**config.mk**
```make
export PLATFORM = sky130hd
export DESIGN_NAME = axi_stream_insert_header_gen2
export DESIGN_NICKNAME = d
export VERILOG_FILES = /design/src/rtl/axis_hdr_pkg.sv /design/src/rtl/axis_keep_decode.sv /design/src/rtl/axi_stream_insert_header_gen2.sv
export SDC_FILE = /design/constraint.sdc
export NUM_CORES = 1
export LEC_CHECK = 0
export BUFFER_PORTS_ARGS = -buffer_cell sky130_fd_sc_hd__buf_2
export CORE_ASPECT_RATIO = 1.75
export CORE_MARGIN = 4
export CORE_UTILIZATION = 40
export CTS_BUF_LIST = sky130_fd_sc_hd__clkbuf_4
export DETAILED_ROUTE_END_ITERATION = 10
export PLACE_DENSITY = 0.65
export SLEW_MARGIN = 20
export SYNTH_ARGS = -nofsm -noshare
export SYNTH_HDL_FRONTEND = slang
export SYNTH_HIERARCHICAL = 1
export SYNTH_SLANG_ARGS = --single-unit
```
**constraint.sdc**
```tcl
create_clock -name clk -period 4.2 [get_ports clk]
set_input_delay 0.84 -clock clk [delete_from_list [all_inputs] [get_ports clk]]
set_output_delay 0.84 -clock clk [all_outputs]
set_load 0.02 [all_outputs]
```
**src/rtl/axis_hdr_pkg.sv**
```systemverilog
// +----------------------------------------------------------------------+
// | axis_hdr_pkg: FSM state type and MSB-aligned keep-mask helper        |
// | Revision: 1.0                                                        |
// +----------------------------------------------------------------------+
`default_nettype none

package axis_hdr_pkg;

    typedef enum logic [1:0] {
        IDLE   = 2'd0,
        STREAM = 2'd1,
        TAIL   = 2'd2
    } state_t;

    // Lanes [b-1 : b-n] set; n >= b yields all b lanes. Callers truncate to b bits.
    function automatic logic [63:0] msb_keep(input int unsigned n, input int unsigned b);
        logic [63:0] m;
        m = '0;
        for (int unsigned i = 0; i < 64; i++) begin
            if ((i < b) && (i + n >= b)) begin
                m[i] = 1'b1;
            end
        end
        return m;
    endfunction

endpackage

`default_nettype wire

```
**src/rtl/axis_keep_decode.sv**
```systemverilog
// +----------------------------------------------------------------------+
// | axis_keep_decode: leading-ones count and contiguity of a keep vector |
// | Revision: 1.0                                                        |
// +----------------------------------------------------------------------+
`default_nettype none

module axis_keep_decode #(
    parameter int DATA_BYTE_WD = 4,
    parameter int LEN_WD       = 4
) (
    input  logic [DATA_BYTE_WD-1:0] i_keep,
    output logic [LEN_WD-1:0]       o_lead_ones,
    output logic                    o_contig
);

    logic w_run;

    // Count ones from the MSB lane until the first zero; any one after that breaks contiguity.
    always_comb begin
        o_lead_ones = '0;
        o_contig    = 1'b1;
        w_run       = 1'b1;
        for (int i = DATA_BYTE_WD - 1; i >= 0; i--) begin
            if (i_keep[i] && w_run) begin
                o_lead_ones = o_lead_ones + LEN_WD'(1);
            end else if (i_keep[i]) begin
                o_contig = 1'b0;
            end else begin
                w_run = 1'b0;
            end
        end
    end

endmodule

`default_nettype wire

```
**src/rtl/axi_stream_insert_header_gen2.sv**
```systemverilog
// +----------------------------------------------------------------------+
// | axi_stream_insert_header_gen2: prefixes an H-byte header to a stream |
// | Revision: 1.0                                                        |
// +----------------------------------------------------------------------+
`default_nettype none

module axi_stream_insert_header_gen2
    import axis_hdr_pkg::*;
#(
    parameter int DATA_WD      = 32,
    parameter int DATA_BYTE_WD = DATA_WD / 8,
    parameter int BYTE_CNT_WD  = $clog2(DATA_BYTE_WD),
    parameter int CNT_WD       = 16
) (
    input  logic                    clk,
    input  logic                    rst_n,
    input  logic                    valid_in,
    input  logic [DATA_WD-1:0]      data_in,
    input  logic [DATA_BYTE_WD-1:0] keep_in,
    input  logic                    last_in,
    output logic                    ready_in,
    output logic                    valid_out,
    output logic [DATA_WD-1:0]      data_out,
    output logic [DATA_BYTE_WD-1:0] keep_out,
    output logic                    last_out,
    input  logic                    ready_out,
    input  logic                    valid_insert,
    input  logic [DATA_WD-1:0]      data_insert,
    input  logic [DATA_BYTE_WD-1:0] keep_insert,
    input  logic [BYTE_CNT_WD-1:0]  byte_insert_cnt,
    output logic                    ready_insert,
    output logic [CNT_WD-1:0]       pkt_cnt,
    output logic                    keep_err
);

    localparam int c_LEN_WD = BYTE_CNT_WD + 2;
    localparam logic [DATA_BYTE_WD-1:0] c_FULL_KEEP = '1;

    function automatic logic [DATA_WD-1:0] bytes_of(input logic [DATA_BYTE_WD-1:0] k);
        logic [DATA_WD-1:0] m;
        for (int i = 0; i < DATA_BYTE_WD; i++) begin
            m[8*i +: 8] = {8{k[i]}};
        end
        return m;
    endfunction

    state_t r_state, w_next_state;

    logic                    r_valid_out, r_last_out, r_keep_err;
    logic [DATA_WD-1:0]      r_data_out, r_resid;
    logic [DATA_BYTE_WD-1:0] r_keep_out;
    logic [CNT_WD-1:0]       r_pkt_cnt;
    logic [c_LEN_WD-1:0]     r_hdr_len, r_tail_len;

    logic                    w_out_en, w_in_hs, w_hdr_hs, w_pkt_done;
    logic                    w_overflow, w_contig, w_bad_keep, w_unused;
    logic [c_LEN_WD-1:0]     w_v, w_sum, w_rem, w_hdr_len_in, w_hdr_rem;
    logic [DATA_BYTE_WD-1:0] w_keep_v, w_keep_sum, w_keep_tail;
    logic [DATA_WD-1:0]      w_din_sel, w_beat;

    axis_keep_decode #(
        .DATA_BYTE_WD (DATA_BYTE_WD),
        .LEN_WD       (c_LEN_WD)
    ) u_keep_decode (
        .i_keep      (keep_in),
        .o_lead_ones (w_v),
        .o_contig    (w_contig)
    );

    // Header lanes are implied by byte_insert_cnt; keep_insert carries no extra information.
    assign w_unused = ^keep_insert;

    assign w_out_en     = !r_valid_out || ready_out;
    assign w_in_hs      = valid_in && ready_in;
    assign w_hdr_hs     = valid_insert && ready_insert;
    assign w_pkt_done   = r_valid_out && ready_out && r_last_out;

    assign w_hdr_len_in = c_LEN_WD'(byte_insert_cnt) + c_LEN_WD'(1);
    assign w_hdr_rem    = c_LEN_WD'(DATA_BYTE_WD) - w_hdr_len_in;
    assign w_rem        = c_LEN_WD'(DATA_BYTE_WD) - r_hdr_len;
    assign w_sum        = r_hdr_len + w_v;
    assign w_overflow   = w_sum > c_LEN_WD'(DATA_BYTE_WD);

    assign w_keep_v     = DATA_BYTE_WD'(msb_keep(32'(w_v), DATA_BYTE_WD));
    assign w_keep_sum   = DATA_BYTE_WD'(msb_keep(32'(w_sum), DATA_BYTE_WD));
    assign w_keep_tail  = DATA_BYTE_WD'(msb_keep(32'(r_tail_len), DATA_BYTE_WD));

    // A last beat only contributes its V leading lanes, even when keep_in is malformed.
    assign w_din_sel    = last_in ? (data_in & bytes_of(w_keep_v)) : data_in;
    assign w_beat       = r_resid | (w_din_sel >> {r_hdr_len, 3'b000});
    assign w_bad_keep   = last_in ? ((keep_in == '0) || !w_contig) : (keep_in != c_FULL_KEEP);

    always_ff @(posedge clk) begin
        if (!rst_n) begin
            r_state <= IDLE;
        end else begin
            r_state <= w_next_state;
        end
    end

    always_comb begin
        w_next_state = r_state;
        ready_insert = 1'b0;
        ready_in     = 1'b0;
        case (r_state)
            IDLE: begin
                ready_insert = 1'b1;
                if (valid_insert) begin
                    w_next_state = STREAM;
                end
            end
            STREAM: begin
                ready_in = w_out_en;
                if (valid_in && w_out_en && last_in) begin
                    w_next_state = w_overflow ? TAIL : IDLE;
                end
            end
            TAIL: begin
                if (w_out_en) begin
                    w_next_state = IDLE;
                end
            end
            default: w_next_state = IDLE;
        endcase
    end

    always_ff @(posedge clk) begin
        if (!rst_n) begin
            r_valid_out <= 1'b0;
            r_data_out  <= '0;
            r_keep_out  <= '0;
            r_last_out  <= 1'b0;
            r_keep_err  <= 1'b0;
            r_pkt_cnt   <= '0;
            r_resid     <= '0;
            r_hdr_len   <= '0;
            r_tail_len  <= '0;
        end else begin
            r_keep_err <= w_in_hs && w_bad_keep;
            if (w_pkt_done) begin
                r_pkt_cnt <= r_pkt_cnt + CNT_WD'(1);
            end
            if (w_hdr_hs) begin
                r_hdr_len <= w_hdr_len_in;
                r_resid   <= data_insert << {w_hdr_rem, 3'b000};
            end
            if (w_out_en) begin
                r_valid_out <= 1'b0;
                if (w_in_hs) begin
                    r_valid_out <= 1'b1;
                    r_resid     <= w_din_sel << {w_rem, 3'b000};
                    if (last_in && !w_overflow) begin
                        r_data_out <= w_beat & bytes_of(w_keep_sum);
                        r_keep_out <= w_keep_sum;
                        r_last_out <= 1'b1;
                    end else begin
                        // Full beat; on an overflowing last beat the spill goes out from TAIL.
                        r_data_out <= w_beat;
                        r_keep_out <= c_FULL_KEEP;
                        r_last_out <= 1'b0;
                        r_tail_len <= w_sum - c_LEN_WD'(DATA_BYTE_WD);
                    end
                end else if (r_state == TAIL) begin
                    r_valid_out <= 1'b1;
                    r_data_out  <= r_resid & bytes_of(w_keep_tail);
                    r_keep_out  <= w_keep_tail;
                    r_last_out  <= 1'b1;
                end
            end
        end
    end

    assign valid_out = r_valid_out;
    assign data_out  = r_data_out;
    assign keep_out  = r_keep_out;
    assign last_out  = r_last_out;
    assign keep_err  = r_keep_err;
    assign pkt_cnt   = r_pkt_cnt;

endmodule

`default_nettype wire

```
Yosys cells after proc, flatten, opt, wreduce, memory -nomap -nowiden
Index checks and enable logic that the tools add are counted.
Cells by class
  bitwise logic cells: 5
  mux-type cells: 50
  multiply operators: 0
  magnitude comparators: 13
  reductions and logical operators: 22
  add/subtract/negate cells: 18
  divide/modulo/power cells: 0
  eq/ne operators: 6
  shifts and indexed selects: 3
Operators by type and width (count)
  2-to-1 mux 32 bit: 7
  AND 32 bit: 3
  left shift 32 x 7 -> 32 bit: 2
  >= comparator 5 x 3 -> 1 bit, second input constant: 9
  2-to-1 mux 1 bit: 32
  OR 32 bit: 1
  >> shifter 32 x 7 -> 32 bit: 1
  adder 2 x 4 -> 5 bit, first input constant: 6
  2-to-1 mux 4 bit: 6
  adder 16 x 1 -> 16 bit, second input constant: 1
  adder 1 x 4 -> 5 bit, first input constant: 3
  adder 4 x 1 -> 4 bit, second input constant: 3
  >= comparator 4 x 3 -> 1 bit, second input constant: 3
  logical AND 1 bit: 11
  2-to-1 mux 2 bit: 4
  != test 2 bit, second input constant: 3
  one-hot mux 2 bit (3 select lines): 1
  AND reduction 3 bit: 2
  adder 4 bit: 1
  > comparator 4 x 3 -> 1 bit, second input constant: 1
  logical NOT 4 bit: 1
  != test 4 bit, second input constant: 1
  subtractor 3 x 3 -> 4 bit, first input constant: 1
  subtractor 3 x 4 -> 4 bit, first input constant: 1
  other kinds (10): 13
Word-level totals
  register bits after elaboration: 97
  bits in latches: 0
  memory bits (read-only): 0
  memories kept: 0
  bits of input ports: 80
  memory bits (writable): 0

Longest topological paths before layout
Gate-level depths: netlist of run 1.
  depth after elaboration: 17
  depth in mapped cells: 15
  depth with buffers taken out: 15

Hierarchy
The synthesis of run 1 kept the hierarchy.
By module, submodules not included
  axi_stream_insert_header_gen2: area each 6337.3 um^2, cells an instance 788, instances 1, sequential area each 1921.8 um^2
  axis_keep_decode: area each 97.6 um^2, cells an instance 14, instances 1, sequential area each 0.0 um^2

Worst setup path before layout of run 1
OpenSTA, ideal clock, no wires.
  path kind: input to register
  start: in keep_in[3]
  end: reg r_data_out[24] (netlist: data_out[24])
  arrival: 3.825 ns
  stages on the path: 14
  path slack: 0.246 ns
  data required time: 4.071 ns
  cells stage by stage: and2_4 > ha_1 > o21a_1 > ha_1 > and3_4 > or3_4 > and2_2 > inv_1 > ha_1 > nand2b_1 > a221oi_1 > o221ai_2 > o2111ai_2 > o21ai_1
On the way
  word-level cells in the longest chain between the ends: 17
  elaborated cells between the ends (all ways): 40
RTL lines
  from (decl): RTL line axi_stream_insert_header_gen2.sv:19  | input logic [DATA_BYTE_WD-1:0] keep_in,
  2-to-1 mux 1 bit: RTL line axis_keep_decode.sv:24  | if (i_keep[i] && w_run) begin
  adder 4 x 1 -> 4 bit, or another cell as far along: RTL line axis_keep_decode.sv:25  | o_lead_ones = o_lead_ones + LEN_WD'(1);
  2-to-1 mux 4 bit / 2-to-1 mux 1 bit (equally long branches): RTL line axis_keep_decode.sv:24
  adder 4 x 1 -> 4 bit, or another cell as far along: RTL line axis_keep_decode.sv:25
  2-to-1 mux 4 bit / 2-to-1 mux 1 bit (equally long branches): RTL line axis_keep_decode.sv:24
  adder 4 x 1 -> 4 bit / logical AND 1 bit (equally long branches): RTL line axis_keep_decode.sv:25, axis_keep_decode.sv:24
  2-to-1 mux 4 bit (*): RTL line axis_keep_decode.sv:24
  net w_v[1]: RTL line axi_stream_insert_header_gen2.sv:57  | logic [c_LEN_WD-1:0] w_v, w_sum, w_rem, w_hdr_len_in, w_hdr_rem;
  [... 2 more ...]
  2-to-1 mux 1 bit: RTL line axis_hdr_pkg.sv:20  | if ((i < b) && (i + n >= b)) begin
  AND 32 bit: RTL line axi_stream_insert_header_gen2.sv:89  | assign w_din_sel = last_in ? (data_in & bytes_of(w_keep_v)) : data_in;
  2-to-1 mux 32 bit: RTL line axi_stream_insert_header_gen2.sv:89
  >> shifter 32 x 7 -> 32 bit: RTL line axi_stream_insert_header_gen2.sv:90  | assign w_beat = r_resid | (w_din_sel >> {r_hdr_len, 3'b000});
  OR 32 bit: RTL line axi_stream_insert_header_gen2.sv:90
  AND 32 bit: RTL line axi_stream_insert_header_gen2.sv:153  | r_data_out <= w_beat & bytes_of(w_keep_sum);
  2-to-1 mux 32 bit (*): RTL line axi_stream_insert_header_gen2.sv:152  | if (last_in && !w_overflow) begin
  2-to-1 mux 32 bit (*): RTL line axi_stream_insert_header_gen2.sv:149  | if (w_in_hs) begin
  to (signal assigned): RTL line axi_stream_insert_header_gen2.sv:153
  to (signal assigned): RTL line axi_stream_insert_header_gen2.sv:158  | r_data_out <= w_beat;
  to (signal assigned): RTL line axi_stream_insert_header_gen2.sv:165  | r_data_out <= r_resid & bytes_of(w_keep_tail);
  to (decl): RTL line axi_stream_insert_header_gen2.sv:50  | logic [DATA_WD-1:0] r_data_out, r_resid;
The timed path passes the listed nets; every way through them passes the cells marked *.
A chain may end at the register's enable or synchronous reset.

Final worst setup path of run 1
  start: in keep_in[2]
  end: reg r_data_out[27] (netlist: data_out[27])
On the way
  word-level cells in the longest chain between the ends: 16
  elaborated cells between the ends (all ways): 37
RTL lines (RTL line)
  logical AND 1 bit / 2-to-1 mux 1 bit (equally long branches): axis_keep_decode.sv:24, axis_keep_decode.sv:26
  2-to-1 mux 4 bit / 2-to-1 mux 1 bit (equally long branches): axis_keep_decode.sv:24
  adder 4 x 1 -> 4 bit, or another cell as far along: axis_keep_decode.sv:25
  2-to-1 mux 4 bit / 2-to-1 mux 1 bit (equally long branches): axis_keep_decode.sv:24
  adder 4 x 1 -> 4 bit / logical AND 1 bit (equally long branches): axis_keep_decode.sv:25, axis_keep_decode.sv:24
  2-to-1 mux 4 bit (*): axis_keep_decode.sv:24
  net w_v[1]: axi_stream_insert_header_gen2.sv:57
  adder 1 x 4 -> 5 bit / adder 2 x 4 -> 5 bit (equally long branches): axis_hdr_pkg.sv:20
  >= comparator 5 x 3 -> 1 bit: axis_hdr_pkg.sv:20
  2-to-1 mux 1 bit: axis_hdr_pkg.sv:20
  AND 32 bit: axi_stream_insert_header_gen2.sv:89
  2-to-1 mux 32 bit: axi_stream_insert_header_gen2.sv:89
  >> shifter 32 x 7 -> 32 bit: axi_stream_insert_header_gen2.sv:90
  OR 32 bit: axi_stream_insert_header_gen2.sv:90
  AND 32 bit: axi_stream_insert_header_gen2.sv:153
  2-to-1 mux 32 bit (*): axi_stream_insert_header_gen2.sv:152
  2-to-1 mux 32 bit (*): axi_stream_insert_header_gen2.sv:149
Marks and branches as above.

==> flow_summary.json, run 1 <==
{
  "status": "completed",
  "crit_top_cell": "ha_1",
  "antenna_found_initial": 1,
  "path_clk_slew_ps": 160,
  "rows": 61,
  "setup_viol": 0,
  "power.density_mw_per_mm2": 309.6,
  "pin_count": 137,
  "highest_layer": "met4",
  "cts_setup_buffers": 0,
  "cap_viol_max_count": 0,
  "finalPower_w": 0.002347,
  "track_usage_pct": 25.04,
  "post_cts_resized": 0,
  "gp_routability_congestion": 0.9724,
  "worst_setup_path_start_kind": "primary input",
  "synthCells": 802,
  "crit_chain": "buf_2, a21boi_1, ha_1, o21a_1, ha_1, and3_4, or3_4, and2_2, inv_1, ha_1, nand2b_1, a221oi_1, o221ai_2, buf_12, a41oi_1, o21ai_1",
  "wl_met2_um": 10960,
  "arrival_ps": 4070,
  "fin_crit_ps": 3694,
  "port_buffers": 132,
  "grt_pass1_vias": 6567,
  "finalCoreUtilization_pct": 47.76,
  "fin_skew_ps": 23.18,
  "fin_tns_setup_ps": 0,
  "netlist_area_mm2": 0.006435,
  "required_ps": 4580,
  "ys_seq_elements": 96,
  "core_mm2": 0.01588,
  "drt-met1-wl_um": 9133,
  "worst-setup-path-type": "primary input to flop",
  "ys_types": 79,
  "die_w_um": 103.9,
  "clockRootBuffer": "clkbuf_4",
  "slowest_delay_ps": 360,
  "critPathCaptureType": "flop",
  "antenna_left": 0,
  "avgSynthCellArea_um2": 8.024,
  "layout.nets": 1018,
  "synth_edf_count": 0,
  "clkSinkCount": 96,
  "syn_nets": 900,
  "vias_per_cell": 6.092,
  "hold_viol_final": 0,
  "drv_slew": 0,
  "yosysSeqAreaShare_pct": 29.87,
  "grt_max_degree": 49,
  "ir_worst_vdd_uv": 141.4,
  "final.period_utilization_pct": 87.96,
  "die_h_um": 175.8,
  "area_delta_synth_final_pct": 17.83,
  "drive_gt1_share_pct": 24.68,
  "wl_per_cell_um": 20.90,
  "clk_path_buf_depth": 2,
  "async_reset_ff_share_pct": 0,
  "synth-main-ff-cell": "dfxtp_1",
  "num_vias": 6786,
  "rsz0062_at_grt": "no",
  "cp_slowest_cell": "or3_4",
  "place_ws_ps": 20.21,
  "worst_pin_slew_ps": 1030,
  "drc_errors": 0,
  "grt_pass1_wl_um": 36220,
  "slew_headroom_pct": 31.33,
  "cts_tree": "built",
  "nFillCells": 1647,
  "dieArea_mm2": 0.01826,
  "dr.first_iter.drc_count": 526,
  "dr.pass1.iters": 5,
  "start_util_pct": 40.53,
  "clock_latency_ps": 470,
  "drt_wl_total_um": 23290,
  "htreeDepth": 3,
  "cts_hold_buf": 0,
  "cts_made_buffers": 9,
  "yosysWarnings": 6,
  "grt.overflow.total": 0,
  "layout_setup_ws_ps": 505.8,
  "hpwl_um": 17980,
  "leakage_nw": 3.084,
  "fmax_mhz": 270.7,
  "hp-class": "flop to flop",
  "critical_path.max_fanout": 8,
  "met3_length_um": 1463
}
==> power breakdown <==
group	switching (W)	total (W)	internal [W]	leakage, nW
logic	0.000401	0.000650	0.000248	2.19
clock network	0.000340	0.000704	0.000364	0.109
registers	0.0000381	0.000993	0.000955	0.781
==> worst max-delay path: cells and delay by family <==
kind	cells	cell delay [ps]
buffers and inverters	3	400
and+or+nand+nor	4	840
AOI/OAI and AO/OA	6	1250
adders and majority gates	3	760
==> layout make-up <==
type	instances	area (um^2)	area share, %
clock buffers	9	67.56	0.8911
flip-flops and latches	96	1922	25.35
well taps	189	236.5	3.119
diodes	1	2.502	0.03300
clock inverters	6	140.1	1.848
repair buffers	170	970.9	12.81
multi-input cells	622	4164	54.92
inverters	21	78.83	1.040
==> layer usage <==
metal	GRT usage (%)	vias to the layer above
li1	-	3242
met1	30.04	3157
met2	40.64	303
met3	3.641	84
met4	18.36	0
met5	0	-
==> synth_stat cells, drive strengths merged (3+ instances only) <==
library cell	count	share of area [%]
and4	4	0.60
o211ai	23	2.8
mux4	8	2.8
a21oi	60	4.7
and3	20	2.0
nand4	7	0.68
nand3	24	1.9
a32o	6	0.93
ha	17	3.3
or2	5	0.49
a22o	3	0.41
buf	13	1.3
o22a	15	2.0
a211o	3	0.41
o21ai	58	4.7
a21boi	5	0.58
o2bb2ai	8	1.1
or3	4	0.47
a22oi	12	1.8
a21o	9	1.0
clkbuf	50	2.9
o32ai	6	0.82
nand3b	13	1.5
nand2	91	5.3
nor2b	8	0.78
nor2	66	3.8
dfxtp	96	30
o221ai	13	1.9
a221oi	24	3.6
a211oi	16	1.9
xnor2	6	0.82
mux2i	8	1.2
nand2b	8	0.78
nor3	9	0.78
a41oi	8	1.1
mux2	8	1.4
and2	12	1.3
inv	20	1.2
xor2	11	1.5
==> path summary, 6_finish.rpt <==
| path | start | to | slack [ps] | cells past startpoint |
|---|---|---|---|---|
| worst min-delay path | data_out[25] | data_out[25] | 460 | 2 |
| worst max register to register | r_hdr_len[1] | data_out[19] | 1150 | 10 |
| worst max-delay path | keep_in[2] | data_out[27] | 510 | 16 |
| worst min register to register | data_out[25] | data_out[25] | 460 | 2 |
==> placed cells by master (no fill, tap or decap), types with 19 or more instances in the layout <==
cell and count:
a21oi_1 60, a221oi_1 21, and3_1 19, buf_2 132, buf_4 36, dfxtp_1 96, inv_1 19, nand2_1 91
nand3_1 24, nor2_1 66, o211ai_1 22, o21ai_0 47
==> through the flow <==
stage	hold slack [ps]	std cells	area, um^2
2_1_floorplan	468.8	802	6435
5_1_grt	479.1	1114	7582
6_report	457.2	1114	7582
3_5_place_dp	441.2	1098	7372
4_1_cts	461.3	1113	7580
3_3_place_gp	435.9	1098	7372
==> cells by family after synthesis <==
kind of cell	Yosys count	synth area share [%]
compound gates	283	31.54
xor+xnor	18	2.664
fa+ha+maj	18	3.617
buf+inv	84	5.425
flops	96	29.87
mux	24	5.444
other cells	1	0.05828
simple gates	278	21.39
==> registers in the layout, indices dropped and copies added, names as in the netlist <==
| signal | flops |
|---|---|
| data_out | 32 |
| r_resid | 32 |
| pkt_cnt | 16 |
| keep_out | 4 |
| r_tail_len | 4 |
| r_hdr_len | 3 |
| r_state | 2 |
| keep_err | 1 |
| last_out | 1 |
| valid_out | 1 |
Note: power is estimated with default switching activity, not from simulation.
==> run 2: changes to the inputs <==
==> constraint.sdc (replaced) <==
create_clock -name clk -period 3.2 [get_ports clk]
set_input_delay 0.64 -clock clk [delete_from_list [all_inputs] [get_ports clk]]
set_output_delay 0.64 -clock clk [all_outputs]
set_load 0.02 [all_outputs]
==> run 2 against run 1 <==
Effect of this change:
- clock power is 5.4% higher
- via count is 2.9% higher
- clock-buffer cell count stayed put
- cell count is 3.1% higher
- die area stayed put
- critical path depth stayed put
- sequential share of layout area is 1.8 points lower
- non-clock buffer count is 31 higher
- register-to-register slack worse by 810 ps
- sequential power is 31% higher
- combinational power is 50% higher
- critical path type unchanged
- critical endpoint is now keep_out[3]
- highest routed layer unchanged
==> flow_summary.json, run 2 (synthesized netlist as in run 1, its figures left out) <==
{
  "finalPower_w": 0.003025,
  "drive_gt1_share_pct": 31.32,
  "ir_worst_vdd_uv": 180.4,
  "grt_pass1_wl_um": 37060,
  "cap_viol_max_count": 0,
  "setup_viol": 0,
  "grt.overflow.total": 0,
  "die_h_um": 175.8,
  "drv_slew": 0,
  "fmax_mhz": 314.4,
  "status": "completed",
  "worst_setup_path_start_kind": "primary input",
  "regToRegStartpoint": "r_hdr_len[1]",
  "dp.cells": 1124,
  "drt_wl_total_um": 24530,
  "cts_tree": "built",
  "dr.pass1.iters": 5,
  "arrival_ps": 3560,
  "setup.worst_path.start": "keep_in[2]",
  "cts_hold_buf": 0,
  "slew_headroom_pct": 45.41,
  "layout_setup_ws_ps": 19.16,
  "place_ws_ps": -583.7,
  "clk_path_buf_depth": 2,
  "pin_count": 137,
  "grt_pass1_vias": 6827,
  "hp-class": "primary input to flop",
  "layout.nets": 1051,
  "gp_routability_congestion": 0.9486,
  "finalCoreUtilization_pct": 51.32,
  "rrSetupSlack_ps": 340,
  "fin_crit_ps": 3181,
  "nFillCells": 1564,
  "leakage_nw": 3.247,
  "final.period_utilization_pct": 99.40,
  "num_vias": 6986,
  "required_ps": 3570,
  "antenna_left": 0,
  "hpwl_um": 18570,
  "cts_made_buffers": 9,
  "worst-setup-path-type": "primary input to flop",
  "start_util_pct": 40.53,
  "area_delta_synth_final_pct": 26.62,
  "mostFrequentLayoutCells": "buf_2, dfxtp_1, nand2_1",
  "reg2reg_to": "keep_out[3]",
  "setup.worst_path.end": "keep_out[3]",
  "port_buffers": 132,
  "die_w_um": 103.9,
  "critical_path.max_fanout": 6,
  "clock_latency_ps": 490,
  "dieArea_mm2": 0.01826,
  "worst_pin_slew_ps": 813.3,
  "reg2regPathDepth": 11,
  "drc_errors": 0,
  "clockRootBuffer": "clkbuf_4",
  "critPathCaptureType": "flop",
  "multi_input_area_mm2": 0.004518,
  "track_usage_pct": 25.65,
  "dr.first_iter.drc_count": 575,
  "power.density_mw_per_mm2": 371.2,
  "hold_viol_final": 0,
  "grt_max_degree": 61,
  "stdcell_count": 1148,
  "path_clk_slew_ps": 180,
  "rows": 61,
  "rsz0062_at_grt": "yes",
  "vias_per_cell": 6.085,
  "regArea_mm2": 0.001922,
  "clkSinkCount": 96,
  "fin_skew_ps": 27.49,
  "htreeDepth": 3,
  "antenna_found_initial": 1,
  "final_common_cell": "buf_2",
  "wl_per_cell_um": 21.37,
  "core_mm2": 0.01588
}
[run 2: cell count changes in the layout (fill, tap and decap cells not counted), sizes merged]
cell,delta
inv,+2
bufinv,-3
buf,+31
nand3,+1
o221ai,+1
clkinv,+2
[run 2: area by class of cell]
cell class / instances / share of cell area, %
well taps: 189 / 2.902
repair buffers: 201 / 15.14
multi-input cells: 624 / 55.45
flip-flops and latches: 96 / 23.59
clock buffers: 9 / 0.8292
inverters: 21 / 1.029
clock inverters: 7 / 1.029
diodes: 1 / 0.03071
[run 2: what timing repair did]
item,4_1_cts,5_1_grt
endpoints found under the setup margin,19,37
pin swaps,4,16
buffers inserted,1,4
gates resized for setup,12,27
gates cloned,1,1
[run 2: worst min path at each step]
stage	from	to	cells past startpoint
detailed placement	data_out[25]	data_out[25]	2
global placement	data_out[25]	data_out[25]	2
global route	keep_in[1]	keep_err	3
floorplan	r_tail_len[0]	r_tail_len[0]	2
finish	keep_in[1]	keep_err	3
CTS	data_out[25]	data_out[25]	2
[run 2: power by group]
group / internal, W / switching, W
Clock: 0.000255 / 0.000487
Sequential: 0.00125 / 0.0000501
Combinational: 0.000393 / 0.000585
Total: 0.00190 / 0.00112
[run 2: critical path, stage by stage]
cell	delay (ps)
buf_8	100
a21boi_4	170
ha_4	220
o21a_4	220
ha_4	200
and3_4	150
or3_4	360
and2_4	180
inv_2	60
ha_4	160
nand2b_4	60
a221oi_4	320
buf_6	160
o221ai_4	160
o211ai_1	290
a21oi_1	100
[run 2: metrics by stage]
step / TNS (ps) / area (um^2) / hold WS (ps)
after floorplan: -5301 / 6594 / 477.1
after global placement: -17040 / 7714 / 436.8
after detailed placement: -18890 / 7714 / 439.0
after CTS: 0 / 7949 / 460.5
after global routing: -173.7 / 8148 / 465.0
final: 0 / 8148 / 443.8
[run 2: metal layers]
layer	track usage, %	part of all wire, %
met4	17.47	7.6
met3	3.825	5.4
met5	0	0
met1	27.79	36
met2	45.77	51
